File: src/rtl/uart_tx_engine.sv
// uart_tx_engine: buffered UART transmitter with FIFO, runtime frame format, break and flush
module uart_tx_engine #(
  parameter int FIFO_DEPTH = 16,
  parameter int DATA_WIDTH = 8
) (
  input  logic                          uart_clk,
  input  logic                          uart_rst,
  input  logic [DATA_WIDTH-1:0]         wr_data,
  input  logic                          wr_en,
  output logic                          wr_full,
  output logic                          wr_overflow,
  input  logic                          fifo_flush,
  input  logic [3:0]                    cfg_data_len,
  input  logic                          cfg_parity_en,
  input  logic                          cfg_parity_odd,
  input  logic                          cfg_stop2,
  input  logic                          cfg_break,
  input  logic                          baud_tick,
  output logic                          tx_serial,
  output logic                          tx_active,
  output logic                          tx_empty,
  output logic [$clog2(FIFO_DEPTH):0]   tx_level,
  output logic                          tx_done
);
  localparam int AW = $clog2(FIFO_DEPTH);
  localparam int LW = AW + 1;
  localparam logic [2:0] IDLE = 3'd0, START = 3'd1, DATA = 3'd2, PARITY = 3'd3, STOP = 3'd4, BREAK = 3'd5;
  logic [DATA_WIDTH-1:0] mem [FIFO_DEPTH];
  logic [AW-1:0] wr_ptr, rd_ptr;
  logic [AW:0] count;
  logic [2:0] state;
  logic [DATA_WIDTH-1:0] shreg, head, mask;
  logic [3:0] len_c, len_q, bit_cnt;
  logic par_en_q, par_bit, stop2_q, stop_more;
  logic frame_end, pop, push;
  assign wr_full = count == LW'(FIFO_DEPTH);
  assign tx_empty = count == '0;
  assign tx_level = count;
  assign tx_active = state != IDLE;
  assign head = mem[rd_ptr];
  assign len_c = cfg_data_len < 4'd5 ? 4'd5 : cfg_data_len > 4'(DATA_WIDTH) ? 4'(DATA_WIDTH) : cfg_data_len;
  assign mask = DATA_WIDTH'((32'd1 << len_c) - 32'd1);
  assign frame_end = baud_tick && state == STOP && !stop_more;
  assign pop = (frame_end || (baud_tick && state == IDLE)) && !cfg_break && !tx_empty;
  assign push = wr_en && !wr_full && !fifo_flush;
  always_ff @(posedge uart_clk)
    if (push) mem[wr_ptr] <= wr_data;
  always_ff @(posedge uart_clk) begin
    wr_overflow <= !uart_rst && wr_en && wr_full && !fifo_flush;
    if (uart_rst || fifo_flush) begin
      wr_ptr <= '0;
      rd_ptr <= '0;
      count <= '0;
    end else begin
      wr_ptr <= wr_ptr + AW'(push);
      rd_ptr <= rd_ptr + AW'(pop);
      count <= count + LW'(push) - LW'(pop);
    end
  end
  // Frame format is captured at pop so config changes never corrupt a frame on the wire
  always_ff @(posedge uart_clk) begin
    if (uart_rst) begin
      state <= IDLE;
      tx_serial <= 1'b1;
      tx_done <= 1'b0;
      shreg <= '0;
      len_q <= 4'd5;
      bit_cnt <= '0;
      par_en_q <= 1'b0;
      par_bit <= 1'b0;
      stop2_q <= 1'b0;
      stop_more <= 1'b0;
    end else begin
      tx_done <= frame_end;
      if (pop) begin
        shreg <= head & mask;
        len_q <= len_c;
        par_en_q <= cfg_parity_en;
        par_bit <= ^(head & mask) ^ cfg_parity_odd;
        stop2_q <= cfg_stop2;
      end
      if (baud_tick)
        case (state)
          IDLE, STOP:
            if (state == STOP && stop_more) begin
              stop_more <= 1'b0;
              tx_serial <= 1'b1;
            end else begin
              state <= cfg_break ? BREAK : pop ? START : IDLE;
              tx_serial <= !(cfg_break || pop);
            end
          START: begin
            state <= DATA;
            tx_serial <= shreg[0];
            shreg <= shreg >> 1;
            bit_cnt <= 4'd1;
          end
          DATA:
            if (bit_cnt == len_q) begin
              state <= par_en_q ? PARITY : STOP;
              tx_serial <= par_en_q ? par_bit : 1'b1;
              stop_more <= stop2_q;
            end else begin
              tx_serial <= shreg[0];
              shreg <= shreg >> 1;
              bit_cnt <= bit_cnt + 4'd1;
            end
          PARITY: begin
            state <= STOP;
            tx_serial <= 1'b1;
            stop_more <= stop2_q;
          end
          BREAK:
            if (!cfg_break) begin
              state <= IDLE;
              tx_serial <= 1'b1;
            end
          default: begin
            state <= IDLE;
            tx_serial <= 1'b1;
          end
        endcase
    end
  end
endmodule

File: config.mk
export PLATFORM = sky130hd
export DESIGN_NAME = uart_tx_engine
export DESIGN_NICKNAME = d
export VERILOG_FILES = /design/src/rtl/uart_tx_engine.sv
export SDC_FILE = /design/constraint.sdc
export NUM_CORES = 1
export LEC_CHECK = 0
export ABC_AREA = 1
export ABC_CLOCK_PERIOD_IN_PS = 3450
export CORE_MARGIN = 2
export CORE_UTILIZATION = 55
export DETAILED_ROUTE_END_ITERATION = 12
export PLACE_DENSITY = 0.73
export SLEW_MARGIN = 25
export SYNTH_ARGS = -nofsm -noshare
export SYNTH_HDL_FRONTEND = slang
export SYNTH_SLANG_ARGS = --single-unit
File: constraint.sdc
create_clock -name uart_clk -period 3.45 [get_ports uart_clk]
set_input_delay 0.69 -clock uart_clk [delete_from_list [all_inputs] [get_ports uart_clk]]
set_output_delay 0.69 -clock uart_clk [all_outputs]
set_load 0.005 [all_outputs]
==> run summary <==
CTS Buf Count: 17
diodes inserted: 0
Avg Inst Size Synth: 9.51 um2
RSZ-0062 raised after global routing: no
Post-synth EDFFs: 128
chip width: 121 um
Iter 0 DRT Violations: 489
CP Data Arrival Time: 3.24 ns
sinks on the clock net: 167
Mapped Area: 7500 um2
crit end category: flop
FF/Latch Area: 4630 um2
commonest cells in the netlist: nand2_1 (237), edfxtp_1 (128), nand3_1 (98)
sequential fraction of the synthesis area: 61.7%
worst setup margin: 0.557 ns
CP startpoint: baud_tick
Remaining DRCs: 0
Initial DRT Pass Iterations: 5
H-Tree Depth: 4
fin nets: 865
Yosys cell types: 37
crit path max fanout: 4
row cnt: 42
initial core utilization: 56.4%
synth-to-layout area growth: 14.6%
multi-input gate area in the final layout: 2350 um2
Top FF cell, synth: edfxtp_1
PD cells: 501 nW/um2
drt total wl: 16700 um
Hold Startpoint: shreg[1]
CP max-delay cell: clkdlybuf4s50_1
Wirelength per Cell: 16.3 um
I/O pin total: 32
Max-Cap Viols: 0
hold violation count in the final report: 0
clock slew at reported path FFs: 0.06 ns
Worst R2R End: tx_level[4]
period utilization: 83.9%
global-route wire length before repair: 26800 um
critical path depth in cells: 16
layout cell share with drive strength beyond 1: 6.99%
outcome: finished, final reports clean
Crit path required time: 3.79 ns
dpl ws: 0.159 ns
vias in the first global route: 5477
Vias: 5515
Rel. slew slack: 50.5%
Placer Congestion: 0.909
Root Buffer Master: clkbuf_16
Port Buffer Count: 31
min Tclk post-route: 2.89 ns
critical path class: primary input to flop
Core ar.: 13300 um2
post-cts resize count: 0
cell breakdown of the critical path: clkdlybuf4s50_1 > inv_1 > o21ai_0 > nand3_2 > inv_1 > ha_1 > inv_1 > ha_1 > inv_1 > fa_1 > inv_1 > nand2_1 > a21oi_1 > nor2_1 > nand2_1 > nor3b_1
Critical Path Start Type: primary input
CP top delay family: buffers and inverters
Die ar.: 14600 um2
Tot GR Track Use: 24.5%
critical path endpoint: tx_level[4]
total gr overflow: 0
Critical R2R Launch: state[0]
Antenna Violating Nets Remaining: 0
number of synthesized register bits: 167
post-CTS setup buffer count: 0
area share of the largest cell type after synthesis: 51.3%
Reg2Reg Depth: 16
CTS max path bufs: 2
Most common cell on crit path: inv_1
Syn Inst Count: 788
CP Buf/Inv Count: 6
largest cells by area after synthesis: edfxtp_1 (51%), nand2_1 (12%), dfxtp_1 (10%), nand3_1 (6.5%), inv_1 (4.4%)
Synth area leader: edfxtp_1
max-slew violation count: 0
largest net degree at the start of global routing: 68
Layout fillers: 1046
Yosys Warn Count: 0
fmax: 0.346 GHz
detailed placement HPWL: 10400 um
hold path cells: 2
TNS Setup: 0 ns
measured slew at the worst slew-check pin: 0.740 ns
Hold WC Path Type: flop to flop
hold slack: 0.464 ns
Leakage Power: 3.48 nW
top-count cell post-synth: nand2_1
Largest stage delay, worst path: 0.58 ns
initial antenna violation count: 0
CTS tree: built
hold_buf cts: 0
ys async rst share: 0%
flop2flop setup slack: 0.79 ns
Clock Skew: 0.0117 ns
via density per instance: 5.41
worst-case vdd ir drop: 0.663 mV
latest clock arrival within the worst-skew pair: 0.43 ns
final setup fails: 0
die span in y: 121 um
## metal layers
| metal | part of all wire (%) | GRT usage [%] | vias to the layer above | routed length (um) |
|---|---|---|---|---|
| li1 | - | - | 2682 | - |
| met1 | 41 | 30.4 | 2610 | 6810 |
| met2 | 51 | 41.2 | 190 | 8430 |
| met3 | 6.4 | 5.66 | 33 | 1060 |
| met4 | 2.2 | 10.4 | 0 | 367 |
| met5 | 0 | 0 | - | 0 |
## per-stage QoR
| step | power [W] | utilization, % | instance area [um2] | instances |
|---|---|---|---|---|
| floorplan | 0.00241 | - | 7500 | 789 |
| global placement | 0.00252 | 60.4 | 8030 | 988 |
| detailed placement | 0.00253 | 60.4 | 8030 | 988 |
| CTS | 0.00432 | 64.6 | 8590 | 1020 |
| global route | 0.00445 | 64.6 | 8590 | 1020 |
| finish | 0.00430 | 64.6 | 8590 | 1020 |
## report_power, final
group | internal [W] | total [W] | switching (W)
sequential | 0.00219 | 0.00221 | 0.0000192
combinational | 0.000109 | 0.000278 | 0.000168
clock | 0.00106 | 0.00182 | 0.000759
## worst min-delay path by stage
| stage | endpoint | slack, ns |
|---|---|---|
| after floorplan | shreg[6] | 0.44 |
| after global placement | shreg[0] | 0.46 |
| after detailed placement | shreg[5] | 0.46 |
| after CTS | shreg[0] | 0.47 |
| after global routing | shreg[6] | 0.49 |
| final | shreg[0] | 0.46 |
## worst min-delay path: cells and delay by family, from the launching register on
family | cells | cell delay [ns]
compound gates | 1 | 0.06
simple gates | 1 | 0.06
flops | 1 | 0.31
## registers in the layout (all words and copies together), names as in the netlist
register and cells:
bit_cnt 4, len_q 4, mem 128, par_bit 1, par_en_q 1, rd_ptr 4
shreg 8, state 3, stop2_q 1, stop_more 1, tx_done 1, tx_level 5
tx_serial 1, wr_overflow 1, wr_ptr 4
## cells in the final DEF, fill, tap and decap left out, drive strengths merged, types with 2 or more instances in the layout
cell / Yosys / layout
a31oi: 3 / 3
inv: 92 / 93
clkinvlp: 0 / 5
a21oi: 20 / 20
clkdlybuf4s50: 0 / 31
nand3: 99 / 99
xnor2: 3 / 3
nor2: 69 / 69
edfxtp: 128 / 128
dfxtp: 39 / 39
nand2: 238 / 238
clkinv: 1 / 6
nor3b: 3 / 3
clkbuf: 3 / 19
conb: 1 / 2
bufinv: 0 / 2
buf: 26 / 21
xor2: 8 / 8
o211ai: 7 / 7
nand4: 3 / 3
o21bai: 2 / 2
o21ai: 21 / 21
ha: 12 / 12
a211oi: 4 / 4
nor3: 2 / 2
## logic make-up after synthesis
| kind of cell | after synthesis | synth area share [%] |
|---|---|---|
| other | 1 | 0.0500 |
| xor gates and xnor gates | 11 | 1.29 |
| adders and majority gates | 13 | 2.27 |
| DFF | 167 | 61.7 |
| AOI/OAI and AO/OA | 59 | 4.64 |
| buffers and inverters | 122 | 7.01 |
| and+or+nand+nor | 415 | 23.1 |
## area by class of cell
type,count,area share (%)
multi-input cells,500,27.4
repair buffers,52,5.59
flip-flops and latches,167,53.9
well taps,176,2.56
inverters,93,4.06
clock inverters,13,1.52
clock buffers,19,5.04
Note: power is estimated with default switching activity, not from simulation.
